## src/rtl/wait_event_initiator.sv

```systemverilog
// rtl/wait_event_initiator.sv - wait-event initiator: command FIFO, issue FSM, per-command timeout, status return
// Optional abort input is compiled in when WAIT_INIT_ABORT_EN is defined.
module wait_event_initiator #(
  parameter int FIFO_DEPTH = 4,
  parameter int WAIT_SIZE  = 5,
  parameter int SEL_W      = 3
) (
  input  logic             clk,
  input  logic             rst_n,
`ifdef WAIT_INIT_ABORT_EN
  input  logic             abort,
`endif
  input  logic             cmd_valid,
  output logic             cmd_ready,
  input  logic [SEL_W-1:0] cmd_sel,
  input  logic             cmd_rise,
  input  logic [31:0]      cmd_timeout,
  output logic             wait_en,
  output logic             sel_wtr_wtf,
  output logic [31:0]      max_timeout,
  output logic [SEL_W-1:0] wait_sel,
  input  logic             wait_done,
  output logic             rsp_valid,
  input  logic             rsp_ready,
  output logic [1:0]       rsp_status,
  output logic [SEL_W-1:0] rsp_sel,
  output logic [31:0]      rsp_cycles
);

  localparam int PTR_W = $clog2(FIFO_DEPTH);
  localparam int CNT_W = PTR_W + 1;
  localparam int ENT_W = SEL_W + 33;
  localparam logic [CNT_W-1:0] DEPTH_C = CNT_W'(FIFO_DEPTH);

  localparam logic [1:0] ST_DONE    = 2'b00;
  localparam logic [1:0] ST_TIMEOUT = 2'b01;
  localparam logic [1:0] ST_ABORT   = 2'b10;

  if ((1 << SEL_W) < WAIT_SIZE) begin : g_sel_w_check
    $error("SEL_W too narrow for WAIT_SIZE");
  end

  typedef enum logic [2:0] {
    S_IDLE  = 3'd0,
    S_ISSUE = 3'd1,
    S_WAIT  = 3'd2,
    S_RESP  = 3'd3,
    S_GAP   = 3'd4
  } state_t;

  state_t state, state_nx;

  logic             abort_i;
  logic [ENT_W-1:0] mem [FIFO_DEPTH];
  logic [PTR_W-1:0] wr_ptr, rd_ptr;
  logic [CNT_W-1:0] count;
  logic             fifo_empty, fifo_full;
  logic             push, pop;

  logic [SEL_W-1:0] cmd_sel_q;
  logic             cmd_rise_q;
  logic [31:0]      cmd_to_q;
  logic [31:0]      cnt_q;
  logic [31:0]      cnt_inc;
  logic [1:0]       status_q;
  logic             hit_timeout;

`ifdef WAIT_INIT_ABORT_EN
  assign abort_i = abort;
`else
  assign abort_i = 1'b0;
`endif

  assign fifo_empty = (count == '0);
  assign fifo_full  = (count == DEPTH_C);
  assign cmd_ready  = !fifo_full && !abort_i;
  assign push       = cmd_valid && cmd_ready;
  // Abort blocks the pop so a flushed FIFO never feeds the command register.
  assign pop        = (state == S_IDLE) && !fifo_empty && !abort_i;

  always_ff @(posedge clk) begin
    if (push) begin
      mem[wr_ptr] <= {cmd_sel, cmd_rise, cmd_timeout};
    end
  end

  always_ff @(posedge clk or negedge rst_n) begin
    if (!rst_n) begin
      wr_ptr <= '0;
      rd_ptr <= '0;
      count  <= '0;
    end else if (abort_i) begin
      wr_ptr <= '0;
      rd_ptr <= '0;
      count  <= '0;
    end else begin
      if (push) wr_ptr <= wr_ptr + 1'b1;
      if (pop)  rd_ptr <= rd_ptr + 1'b1;
      case ({push, pop})
        2'b10:   count <= count + 1'b1;
        2'b01:   count <= count - 1'b1;
        default: count <= count;
      endcase
    end
  end

  // Saturating increment; the counter must never wrap even with no timeout.
  assign cnt_inc     = (cnt_q == 32'hFFFF_FFFF) ? cnt_q : cnt_q + 32'd1;
  assign hit_timeout = (cmd_to_q != 32'd0) && (cnt_inc == cmd_to_q);

  always_ff @(posedge clk or negedge rst_n) begin
    if (!rst_n) begin
      state <= S_IDLE;
    end else begin
      state <= state_nx;
    end
  end

  always_comb begin
    state_nx = state;
    case (state)
      S_IDLE:  if (pop) state_nx = S_ISSUE;
      S_ISSUE: state_nx = abort_i ? S_RESP : S_WAIT;
      S_WAIT:  if (abort_i || wait_done || hit_timeout) state_nx = S_RESP;
      S_RESP:  if (rsp_ready) state_nx = S_GAP;
      S_GAP:   state_nx = S_IDLE;
      default: state_nx = S_IDLE;
    endcase
  end

  always_comb begin
    wait_en   = (state == S_WAIT);
    rsp_valid = (state == S_RESP);
  end

  always_ff @(posedge clk or negedge rst_n) begin
    if (!rst_n) begin
      cmd_sel_q  <= '0;
      cmd_rise_q <= 1'b0;
      cmd_to_q   <= 32'd0;
      cnt_q      <= 32'd0;
      status_q   <= ST_DONE;
    end else begin
      if (pop) begin
        {cmd_sel_q, cmd_rise_q, cmd_to_q} <= mem[rd_ptr];
      end
      case (state)
        S_ISSUE: begin
          cnt_q <= 32'd0;
          if (abort_i) status_q <= ST_ABORT;
        end
        S_WAIT: begin
          cnt_q <= cnt_inc;
          // Priority: abort, then responder edge, then timeout.
          if (abort_i)          status_q <= ST_ABORT;
          else if (wait_done)   status_q <= ST_DONE;
          else if (hit_timeout) status_q <= ST_TIMEOUT;
        end
        default: ;
      endcase
    end
  end

  assign wait_sel    = cmd_sel_q;
  assign sel_wtr_wtf = cmd_rise_q;
  assign max_timeout = cmd_to_q;
  assign rsp_status  = status_q;
  assign rsp_sel     = cmd_sel_q;
  assign rsp_cycles  = cnt_q;

endmodule

```

## config.mk

```make
export PLATFORM = sky130hd
export DESIGN_NAME = wait_event_initiator
export DESIGN_NICKNAME = d
export VERILOG_FILES = /design/src/rtl/wait_event_initiator.sv
export SDC_FILE = /design/constraint.sdc
export NUM_CORES = 1
export LEC_CHECK = 0
export ABC_AREA = 1
export CAP_MARGIN = 10
export CELL_PAD_IN_SITES_DETAIL_PLACEMENT = 0
export CELL_PAD_IN_SITES_GLOBAL_PLACEMENT = 1
export CORE_AREA = 2 2 166 168
export CTS_CLUSTER_DIAMETER = 60
export DETAILED_ROUTE_END_ITERATION = 6
export DIE_AREA = 0 0 168 170
export MAX_ROUTING_LAYER = met4
export PLACE_DENSITY_LB_ADDON = 0.1
export SETUP_SLACK_MARGIN = 0.1
export SYNTH_ARGS = -nofsm -noshare
export SYNTH_HDL_FRONTEND = slang
export SYNTH_SLANG_ARGS = --single-unit
```

## constraint.sdc

```tcl
create_clock -name clk -period 2.8 [get_ports clk]
set_input_delay 0.42 -clock clk [delete_from_list [all_inputs] [get_ports clk]]
set_output_delay 0.42 -clock clk [all_outputs]
set_load 0.05 [all_outputs]
```

==> results of run 1 <==
-- kinds of logic after synthesis --
kind of cell	Yosys count	share of synthesized area [%]
compound gates	182	9.391
fa+ha+maj	7	0.9185
xor+xnor	15	1.342
buf+inv	138	5.378
flops	223	60.87
other cells	1	0.03622
simple gates	546	22.07
-- registers in the layout, indices dropped and copies added (netlist names) --
register / flops
rsp_cycles: 32
sel_wtr_wtf: 1
rsp_sel: 3
mem: 144
rsp_status: 1
rd_ptr: 2
state: 3
max_timeout: 32
wr_ptr: 2
count: 3
-- layout make-up --
| class | count | area, sq um |
|---|---|---|
| clock buffers | 32 | 778.2 |
| clock inverters | 24 | 282.8 |
| fillers | 2447 | 13030 |
| inverters | 94 | 352.8 |
| multi-input cells | 751 | 3689 |
| flip-flops and latches | 223 | 6320 |
| well taps | 341 | 426.7 |
| repair buffers | 185 | 1775 |
-- what timing repair did --
action,in CTS,in global routing
buffers inserted,0,18
endpoints found under the hold margin,47,0
setup endpoints to repair,5,4
pin swaps,0,9
hold buffers,1,0
gates resized for setup,10,50
-- synthesized netlist by cell type (all sizes together) --
| cell type | count |
|---|---|
| o22ai | 37 |
| xor2 | 13 |
| a21oi | 5 |
| conb | 1 |
| xnor2 | 2 |
| nand2 | 273 |
| nor2 | 179 |
| buf | 11 |
| ha | 6 |
| nor3 | 2 |
| nand3 | 79 |
| dfrtp | 79 |
| edfxtp | 144 |
| clkinv | 1 |
| clkbuf | 33 |
| fa | 1 |
| inv | 93 |
| o21ai | 135 |
| nand4 | 13 |
| o21bai | 1 |
| a31oi | 4 |
-- how the worst max path moves through the flow --
| stage | startpoint | end | slack [ns] | cells past startpoint |
|---|---|---|---|---|
| CTS | rsp_cycles[7] | state[1] | 0.05 | 17 |
| global route | rsp_cycles[1] | state[1] | 0.08 | 19 |
| finish | rsp_cycles[7] | state[1] | 0.26 | 17 |
| global placement | rsp_cycles[7] | state[1] | -0.17 | 17 |
| detailed placement | rsp_cycles[4] | state[1] | -0.16 | 17 |
| floorplan | count[0] | mem[0][0] | -0.35 | 4 |
-- metrics by stage --
| stage | utilization (%) | cell area (sq um) | worst slack [ns] | setup TNS [ns] | std cells |
|---|---|---|---|---|---|
| after global placement | 45.93 | 12240 | -0.1725 | -0.3696 | 1575 |
| after global routing | 51.12 | 13620 | 0.07858 | 0 | 1650 |
| after CTS | 50.02 | 13330 | 0.04592 | 0 | 1632 |
| after floorplan | - | 10350 | -0.3520 | -50.69 | 1112 |
| final | 51.12 | 13620 | 0.2604 | 0 | 1650 |
| after detailed placement | 45.93 | 12240 | -0.1569 | -0.3018 | 1575 |
-- critical path, cell delays in order (launching register included) --
cell	delay [ns]
sky130_fd_sc_hd__dfrtp_2	0.44
sky130_fd_sc_hd__nand2_1	0.15
sky130_fd_sc_hd__nor2_4	0.15
sky130_fd_sc_hd__nand2_1	0.14
sky130_fd_sc_hd__nor2_4	0.14
sky130_fd_sc_hd__nand2_1	0.05
sky130_fd_sc_hd__nand2_1	0.12
sky130_fd_sc_hd__nand2_1	0.13
sky130_fd_sc_hd__nand2_1	0.08
sky130_fd_sc_hd__nand2_1	0.08
sky130_fd_sc_hd__nor2_1	0.16
sky130_fd_sc_hd__nand3_1	0.12
sky130_fd_sc_hd__nor2_2	0.15
sky130_fd_sc_hd__nand2_1	0.13
sky130_fd_sc_hd__o21bai_4	0.17
sky130_fd_sc_hd__nand2_1	0.09
sky130_fd_sc_hd__nand2_1	0.07
sky130_fd_sc_hd__nand2_1	0.05
-- power by group through the flow --
| stage | Combinational, mW | Clock (mW) | Sequential [mW] |
|---|---|---|---|
| after floorplan | 2.71 | 0 | 5.67 |
| after global placement | 5.76 | 0 | 4.84 |
| after detailed placement | 5.78 | 0 | 4.85 |
| after CTS | 5.80 | 4.02 | 4.79 |
| after global routing | 6.27 | 4.16 | 4.88 |
| final | 5.73 | 3.95 | 4.80 |
-- metal layers --
| layer | part of all wire [%] | wire length (um) | vias up |
|---|---|---|---|
| met2 | 45 | 14170 | 242 |
| met5 | 0 | 0 | - |
| met1 | 47 | 14800 | 3959 |
| li1 | - | - | 4082 |
| met3 | 5.1 | 1583 | 54 |
| met4 | 2.2 | 684 | 0 |
==> results.py, run 1 <==
metrics = {
    "global_routing": {
        "number_of_antenna_violations_at_the_first_check_in_global_routing": 0,
        "gr-usage-all-layers_pct": 22.66,
        "grt_first_pass_wirelength_um": 47720,
        "met1_usage_pct": 31.57,
        "overflow": 0,
        "use_met3_pct": 2.860,
        "gr-usage-met2_pct": 35.81,
        "grt_max_degree": 74,
        "top_usage_layer": "met2",
        "vias_in_the_first_global_route": 8109,
    },
    "yosys": {
        "part_of_the_yosys_area_used_for_sequential_elements_pct": 60.87,
        "netlist_top_cells_area": "sky130_fd_sc_hd__edfxtp_1 (42%), sky130_fd_sc_hd__dfrtp_1 (19%), sky130_fd_sc_hd__nand2_1 (9.6%), sky130_fd_sc_hd__o21ai_0 (6.4%), sky130_fd_sc_hd__nor2_1 (6.2%)",
        "postSynthRegisterBits": 223,
        "synthesis.area_sq_mm": 0.01035,
        "post_synth_inst_count": 1112,
        "yosysUniqueCellTypes": 34,
        "yosysTopAreaCell": "sky130_fd_sc_hd__edfxtp_1",
        "synth.yosys.warnings": 0,
        "syn_nets": 1160,
        "synth.avg_cell_area_sq_um": 9.310,
        "netlist.area_leader.share_pct": 41.77,
    },
    "clock_network": {
        "number_of_buffers_on_the_longest_clock_path": 3,
        "clkSinkCount": 223,
        "tritoncts": "built",
        "cts-buffers-inserted": 30,
        "clk_transition_reported_paths_ns": 0.06,
        "cts_max_level": 1,
        "clk_root_buffer_cell": "sky130_fd_sc_hd__clkbuf_16",
        "clk_latency_ns": 0.57,
    },
    "critical_path": {
        "crit_fanout": 5,
        "setup.reg_to_reg.worst_slack_ns": 0.26,
        "worstReg2RegStart": "rsp_cycles[7]",
        "worst_ep_arrival_time_ns": 2.98,
        "end_kind": "register",
        "critical_path_required_ns": 3.24,
        "worst_r2r_endpoint": "state[1]",
        "logic_depth_of_the_worst_register_to_register_path": 17,
        "timing.setup.critical_path_class": "register to register",
        "critical_path.startpoint_type": "register",
    },
    "timing": {
        "fin_skew_ns": 0.02144,
        "worst_hold_slack_ns": 0.4675,
        "share_of_the_clock_period_used_by_the_worst_path_after_layout_pct": 90.70,
        "tightest_slew_ns": 0.7725,
        "maxClockFrequency_mhz": 393.8,
        "final_period_minus_worst_setup_slack_ns": 2.540,
        "report.final.setup_viol": 0,
        "slew-limit-headroom_pct": 48.50,
        "final_max_slew_viol_count": 0,
        "setup_repair_after_global_routing_missed_its_margin": "no",
        "hold_violations": 0,
    },
    "drt": {
        "drtPass1Iterations": 5,
        "drt.antenna.violating_nets": 0,
        "routed_wire_length_per_instance_um": 18.93,
        "totalWireLength_um": 31240,
        "drt_drc_violations_left": 0,
        "num_vias": 8337,
        "detail_route.iter0.violations": 747,
        "detail_route.vias_per_cell": 5.053,
    },
    "final_layout": {
        "antennaDiodeCount": 0,
        "most-common-layout-cells": "sky130_fd_sc_hd__nand2_1 (254), sky130_fd_sc_hd__nor2_1 (146), sky130_fd_sc_hd__edfxtp_1 (144)",
        "area_growth_pct": 31.60,
        "mostFrequentLayoutCell": "sky130_fd_sc_hd__nand2_1",
        "drive_gt1_share_pct": 15.36,
        "finish.net_count": 1333,
    },
    "floorplan": {
        "dieArea_sq_mm": 0.02856,
        "initial_core_util_pct": 38.85,
        "floorplan.die.height_um": 170,
        "pin_count": 117,
        "rows": 60,
        "floorplan.core_area_sq_mm": 0.02665,
        "die_w_um": 168,
    },
    "power_and_ir_drop": {
        "fin_total_pwr_mw": 14.47,
        "share_comb_of_total_power_pct": 39.6,
        "clock_power_share_pct": 27.3,
        "p_switching_mw": 5.974,
        "power.share.sequential_pct": 33.1,
        "power.leakage_nw": 5.357,
        "swShare_pct": 41.28,
        "internal_power_mw": 8.499,
        "vdd_drop_max_uv": 682.4,
        "pwr_dens_mw_per_mm2": 1062,
    },
    "placement": {
        "routabilityCongestion": 0.9386,
        "place_hpwl_um": 22270,
        "buffer_ports.inserted": 115,
    },
    "status": {
        "outcome": "finished, final reports clean",
    },
    "job": {
        "total_of_max_cap_violations": 0,
    },
    "worst_hold_path": {
        "hold_class": "input pin to asynchronous set/reset pin",
    },
}
Note: power is estimated with default switching activity, not from simulation.
==> run 2: changes to the inputs <==
--- a/config.mk
+++ b/config.mk
@@ -11,11 +11,13 @@
 export CELL_PAD_IN_SITES_GLOBAL_PLACEMENT = 1
 export CORE_AREA = 2 2 166 168
 export CTS_CLUSTER_DIAMETER = 60
+export CTS_CLUSTER_SIZE = 28
 export DETAILED_ROUTE_END_ITERATION = 6
 export DIE_AREA = 0 0 168 170
 export MAX_ROUTING_LAYER = met4
 export PLACE_DENSITY_LB_ADDON = 0.1
 export SETUP_SLACK_MARGIN = 0.1
+export SLEW_MARGIN = 30
 export SYNTH_ARGS = -nofsm -noshare
 export SYNTH_HDL_FRONTEND = slang
 export SYNTH_SLANG_ARGS = --single-unit
==> run 2 against run 1 <==
Design area down 1.1%. Highest routed layer unchanged. Wire length fell by 0.47%. Worst hold slack better by 0.00066 ns. Critical path depth down 1.
==> results.py, run 2 (synthesis results as in run 1) <==
metrics = {
    "status": {
        "outcome": "finished, final reports clean",
    },
    "floorplan": {
        "rows": 60,
        "pin_count": 117,
        "initial_core_util_pct": 38.85,
        "floorplan.core_area_sq_mm": 0.02665,
        "die_w_um": 168,
        "floorplan.die.height_um": 170,
        "dieArea_sq_mm": 0.02856,
    },
    "clock_network": {
        "cts-buffers-inserted": 25,
        "tritoncts": "built",
        "number_of_buffers_on_the_longest_clock_path": 3,
        "clk_root_buffer_cell": "sky130_fd_sc_hd__clkbuf_16",
        "cts_max_level": 1,
        "clk_transition_reported_paths_ns": 0.08,
        "clkSinkCount": 223,
        "clk_latency_ns": 0.54,
    },
    "critical_path": {
        "worst_path_max_delay_cell": "sky130_fd_sc_hd__dfrtp_2",
        "path_cells": "nand2_2, nor2_4, nand2_4, nor2_8, nand2_8, buf_12, nand3_1, nand2_1, nor2_1, nand3_1, nor2_2, nand2_1, o21bai_4, nand2_1, nand2_1, nand2_1",
        "crit_path_top_cell_by_count": "sky130_fd_sc_hd__nand2_1",
        "critical-path-max-stage-delay_ns": 0.46,
        "critical_path_required_ns": 3.20,
        "critical_path.startpoint_type": "register",
        "end_kind": "register",
        "crit_fanout": 11,
        "worst_ep_arrival_time_ns": 2.92,
        "timing.setup.critical_path_class": "register to register",
        "logic_depth_of_the_worst_register_to_register_path": 16,
    },
    "timing": {
        "final_max_slew_viol_count": 0,
        "maxClockFrequency_mhz": 396.3,
        "tns_ns": 0,
        "setup_repair_after_global_routing_missed_its_margin": "no",
        "report.final.setup_viol": 0,
        "hold_violations": 0,
        "worst_hold_slack_ns": 0.4682,
        "tightest_slew_ns": 0.7631,
        "timing.final.ws_setup_ns": 0.2769,
        "final_period_minus_worst_setup_slack_ns": 2.523,
        "fin_skew_ns": 0.03889,
        "slew-limit-headroom_pct": 48.81,
        "share_of_the_clock_period_used_by_the_worst_path_after_layout_pct": 90.11,
    },
    "drt": {
        "detail_route.iter0.violations": 763,
        "drt.antenna.violating_nets": 0,
        "routed_wire_length_per_instance_um": 18.96,
        "totalWireLength_um": 31090,
        "drt_drc_violations_left": 0,
        "detail_route.vias_per_cell": 5.041,
        "num_vias": 8267,
        "drtPass1Iterations": 5,
    },
    "final_layout": {
        "antennaDiodeCount": 0,
        "design_area_sq_mm": 0.01348,
        "reg_with_most_ffs": "mem",
        "drive_gt1_share_pct": 15.40,
        "largest_register_ffs": 144,
        "area_growth_pct": 30.21,
        "most-common-layout-cells": "sky130_fd_sc_hd__nand2_1 (249), sky130_fd_sc_hd__nor2_1 (145), sky130_fd_sc_hd__edfxtp_1 (144)",
        "mostFrequentLayoutCell": "sky130_fd_sc_hd__nand2_1",
        "finish.net_count": 1329,
    },
    "placement": {
        "place_hpwl_um": 22270,
        "buffer_ports.inserted": 115,
        "post_detailed_placement_cell_area_sq_mm": 0.01224,
        "routabilityCongestion": 0.9386,
        "pre_cts_slack_ns": -0.1569,
    },
    "worst_hold_path": {
        "hold_class": "register to register",
        "timing.hold.worst_path_depth": 1,
    },
    "global_routing": {
        "number_of_antenna_violations_at_the_first_check_in_global_routing": 0,
        "grt_first_pass_wirelength_um": 47550,
        "grt_max_degree": 74,
        "gr-usage-all-layers_pct": 22.61,
        "overflow": 0,
        "vias_in_the_first_global_route": 8035,
    },
    "power_and_ir_drop": {
        "pwr_dens_mw_per_mm2": 1037,
        "internal_power_mw": 7.986,
        "fin_total_pwr_mw": 13.98,
        "power.share.sequential_pct": 34.3,
        "clock_power_share_pct": 24.8,
        "power.leakage_nw": 5.290,
        "swShare_pct": 42.88,
        "share_comb_of_total_power_pct": 41.0,
        "p_switching_mw": 5.995,
        "vdd_drop_max_uv": 631.3,
    },
    "job": {
        "total_of_max_cap_violations": 0,
    },
}
==> run 2: cell types whose count changed in the layout (fill, tap and decap cells not counted), sizes merged <==
cell      before  now
clkbuf        32   26
buf           70   71
bufinv         4    1
clkinv        14    7
inv           97  105
clkinvlp       3    0
==> run 2: routing by layer <==
metal	global-route usage, %	routed length, um	vias to the layer above
li1	-	-	4071
met1	31.63	14930	3970
met2	35.64	14280	186
met3	2.744	1267	40
met4	5.028	616	0
met5	-	0	-
==> run 2: power by group through the flow <==
stage | Clock, mW | Combinational (mW) | Sequential, mW
global placement | 0 | 5.76 | 4.84
global route | 3.67 | 6.28 | 4.87
floorplan | 0 | 2.71 | 5.67
CTS | 3.54 | 5.79 | 4.78
finish | 3.46 | 5.73 | 4.79
detailed placement | 0 | 5.78 | 4.85
==> run 2: what timing repair did <==
item,CTS,global route
hold buffers,1,0
hold endpoints to repair,28,0
buffers inserted,0,19
setup endpoints to repair,5,4
pin swaps,0,14
resized for setup,11,57
cloned,0,0
==> run 2: final timing paths <==
check	end	slack, ns	start
setup / recovery	state[1]	0.28	rsp_cycles[7]
max in group asynchronous	rsp_cycles[19]	1.59	rst_n
setup reg to reg	state[1]	0.28	rsp_cycles[7]
min in group asynchronous	rsp_sel[2]	0.49	rst_n
hold reg to reg	count[0]	0.47	count[0]
hold / removal	count[0]	0.47	count[0]
==> run 2: cell type report <==
| type | count | area (sq um) |
|---|---|---|
| Clock buffer | 26 | 650.6 |
| Clock inverter | 19 | 234.0 |
| Fill cell | 2456 | 13170 |
| Inverter | 94 | 352.8 |
| Multi-Input combinational cell | 751 | 3714 |
| Sequential cell | 223 | 6320 |
| Tap cell | 341 | 426.7 |
| Timing Repair Buffer | 186 | 1783 |
==> run 2: critical path: cells and delay by family, from the launching register on <==
kind | cells | cell delay, ns
buffers and inverters | 1 | 0.17
AO/OA/AOI/OAI | 1 | 0.17
AND/OR/NAND/NOR | 14 | 1.59
flip-flops | 1 | 0.46
==> run 2: stage by stage <==
stage	instances	util [%]
after global routing	1640	50.58
after CTS	1621	49.37
after floorplan	1112	-
final	1640	50.58
after detailed placement	1575	45.93
after global placement	1575	45.93
==> run 3: changes to the inputs <==
--- a/config.mk
+++ b/config.mk
@@ -9,13 +9,14 @@
 export CAP_MARGIN = 10
 export CELL_PAD_IN_SITES_DETAIL_PLACEMENT = 0
 export CELL_PAD_IN_SITES_GLOBAL_PLACEMENT = 1
-export CORE_AREA = 2 2 166 168
+export CORE_AREA = 4 4 168 170
 export CTS_CLUSTER_DIAMETER = 60
 export CTS_CLUSTER_SIZE = 28
 export DETAILED_ROUTE_END_ITERATION = 6
-export DIE_AREA = 0 0 168 170
+export DIE_AREA = 0 0 172 174
+export GPL_ROUTABILITY_DRIVEN = 0
 export MAX_ROUTING_LAYER = met4
-export PLACE_DENSITY_LB_ADDON = 0.1
+export PLACE_DENSITY = 0.74
 export SETUP_SLACK_MARGIN = 0.1
 export SLEW_MARGIN = 30
 export SYNTH_ARGS = -nofsm -noshare
==> run 3 against run 2 <==
Worst hold slack worse by 0.13 ns. Design area down 1.5%. Flip-flop and latch count unchanged. Fmax down 1.4%. Clock skew down 0.013 ns. Global-route usage down 1.9 points. Sequential share of layout area up 0.64 points. Cell count down 1.2%. Largest power group unchanged. Highest routed layer unchanged.
==> results.py, run 3 (synthesis results as in run 1) <==
metrics = {
    "final_layout": {
        "drive_gt1_share_pct": 12.11,
        "final-seq-area_sq_mm": 0.006309,
        "finish.net_count": 1312,
        "antennaDiodeCount": 0,
        "finalNonFillerCells": 1621,
        "reg_with_most_ffs": "mem",
        "mostFrequentLayoutCell": "sky130_fd_sc_hd__nand2_1",
        "area_growth_pct": 28.25,
        "core_util_final_pct": 49.68,
        "most-common-layout-cells": "sky130_fd_sc_hd__nand2_1 (259), sky130_fd_sc_hd__nor2_1 (152), sky130_fd_sc_hd__edfxtp_1 (144)",
        "filler_cell_count": 2525,
        "design_area_sq_mm": 0.01328,
        "largest_register_ffs": 144,
        "multi_input_area_sq_mm": 0.003652,
    },
    "worst_hold_path": {
        "hold_class": "input pin to asynchronous set/reset pin",
    },
    "clock_network": {
        "clk_transition_reported_paths_ns": 0.09,
        "clkSinkCount": 223,
        "number_of_buffers_on_the_longest_clock_path": 3,
        "cts_max_level": 1,
        "clk_root_buffer_cell": "sky130_fd_sc_hd__clkbuf_16",
        "cts-buffers-inserted": 22,
        "tritoncts": "built",
        "clk_latency_ns": 0.53,
    },
    "drt": {
        "detail_route.vias_per_cell": 5.150,
        "num_vias": 8348,
        "totalWireLength_um": 30540,
        "detail_route.iter0.violations": 649,
        "routed_wire_length_per_instance_um": 18.84,
        "drtPass1Iterations": 5,
        "drt_drc_violations_left": 0,
        "drt.antenna.violating_nets": 0,
    },
    "placement": {
        "place_hpwl_um": 21730,
        "dp.cells": 1572,
        "post_detailed_placement_cell_area_sq_mm": 0.01222,
        "buffer_ports.inserted": 115,
        "pre_cts_slack_ns": -0.1264,
    },
    "global_routing": {
        "grt_first_pass_wirelength_um": 46620,
        "gr-usage-all-layers_pct": 20.71,
        "number_of_antenna_violations_at_the_first_check_in_global_routing": 0,
        "grt_max_degree": 74,
        "overflow": 0,
        "vias_in_the_first_global_route": 7876,
    },
    "timing": {
        "setup_repair_after_global_routing_missed_its_margin": "no",
        "tns_ns": 0,
        "final_max_slew_viol_count": 0,
        "report.final.setup_viol": 0,
        "worst_hold_slack_ns": 0.3343,
        "slew-limit-headroom_pct": 52.54,
        "hold_violations": 0,
        "share_of_the_clock_period_used_by_the_worst_path_after_layout_pct": 91.42,
        "timing.final.ws_setup_ns": 0.2401,
        "fin_skew_ns": 0.02627,
        "final_period_minus_worst_setup_slack_ns": 2.560,
        "maxClockFrequency_mhz": 390.6,
        "tightest_slew_ns": 0.7118,
    },
    "critical_path": {
        "crit_fanout": 3,
        "end_kind": "primary output",
        "critical_path.startpoint_type": "register",
        "logic_depth_of_the_worst_register_to_register_path": 16,
        "setup.reg_to_reg.worst_slack_ns": 0.28,
        "worst_r2r_endpoint": "state[1]",
        "worstReg2RegStart": "rsp_cycles[18]",
        "timing.setup.critical_path_class": "register to primary output",
        "worst_ep_arrival_time_ns": 2.14,
        "critical_path_required_ns": 2.38,
        "worst_setup_path_startpoint": "state[0]",
    },
    "floorplan": {
        "floorplan.core_area_sq_mm": 0.02673,
        "initial_core_util_pct": 38.74,
        "pin_count": 117,
        "rows": 60,
        "dieArea_sq_mm": 0.02993,
        "floorplan.die.height_um": 174,
        "die_w_um": 172,
    },
    "power_and_ir_drop": {
        "fin_total_pwr_mw": 13.88,
        "pwr_dens_mw_per_mm2": 1046,
        "power.leakage_nw": 5.203,
        "vdd_drop_max_uv": 632.3,
    },
    "status": {
        "outcome": "finished, final reports clean",
    },
    "job": {
        "total_of_max_cap_violations": 0,
    },
}
==> run 3: cell types whose count changed in the layout (fill, tap and decap cells not counted), moves of 2 or more <==
cell / change
sky130_fd_sc_hd__inv_6: -3
sky130_fd_sc_hd__nand2_2: -9
sky130_fd_sc_hd__nor2_4: -5
sky130_fd_sc_hd__buf_4: -15
sky130_fd_sc_hd__nand2_1: +10
sky130_fd_sc_hd__dfrtp_1: +9
sky130_fd_sc_hd__dfrtp_2: -9
sky130_fd_sc_hd__nor2_1: +7
sky130_fd_sc_hd__clkbuf_16: -3
sky130_fd_sc_hd__nor2_2: -2
sky130_fd_sc_hd__inv_16: +5
sky130_fd_sc_hd__clkinv_2: -3
==> run 3: power by group <==
group | total (mW) | switching [mW] | internal (mW)
logic | 5.64 | 3.92 | 1.73
registers | 4.83 | 0.489 | 4.34
clock network | 3.41 | 1.68 | 1.72
total | 13.9 | 6.09 | 7.79
==> run 3: worst max-delay path by stage <==
stage,to,slack (ns),depth (start not counted)
after floorplan,mem[0][0],-0.35,4
final,wait_en,0.24,4
after global routing,state[1],0.05,16
after CTS,state[1],0.10,16
after detailed placement,state[1],-0.13,16
after global placement,state[1],-0.15,17
==> run 3: repair_timing <==
| item | in CTS | in global routing |
|---|---|---|
| pin swaps | 1 | 4 |
| setup endpoints to repair | 4 | 4 |
| buffers inserted | 1 | 6 |
| resized for setup | 9 | 25 |
| hold endpoints to repair | 21 | 0 |
| hold buffers | 1 | 0 |
| cloned | 0 | 1 |
==> run 3: layout make-up <==
cell class	count	area share [%]
clock buffers	23	4.335
clock inverters	17	2.177
inverters	94	2.658
multi-input cells	752	27.51
flip-flops and latches	223	47.52
well taps	341	3.214
repair buffers	171	12.59
==> run 3: routing by layer <==
metal  wire length, um  track usage [%]  up-vias
li1                  -                -     4056
met4               966            6.616        0
met3              2038            3.662       57
met2             13940            30.80      276
met5                 0                -        -
met1             13590            29.01     3959
==> run 3: worst max-delay path: stages, from the launching register on <==
cell and delay, ns:
sky130_fd_sc_hd__dfrtp_1 0.40, sky130_fd_sc_hd__nor2_1 0.14, sky130_fd_sc_hd__inv_1 0.09, sky130_fd_sc_hd__nor2_2 0.13, sky130_fd_sc_hd__clkdlybuf4s50_1 0.84
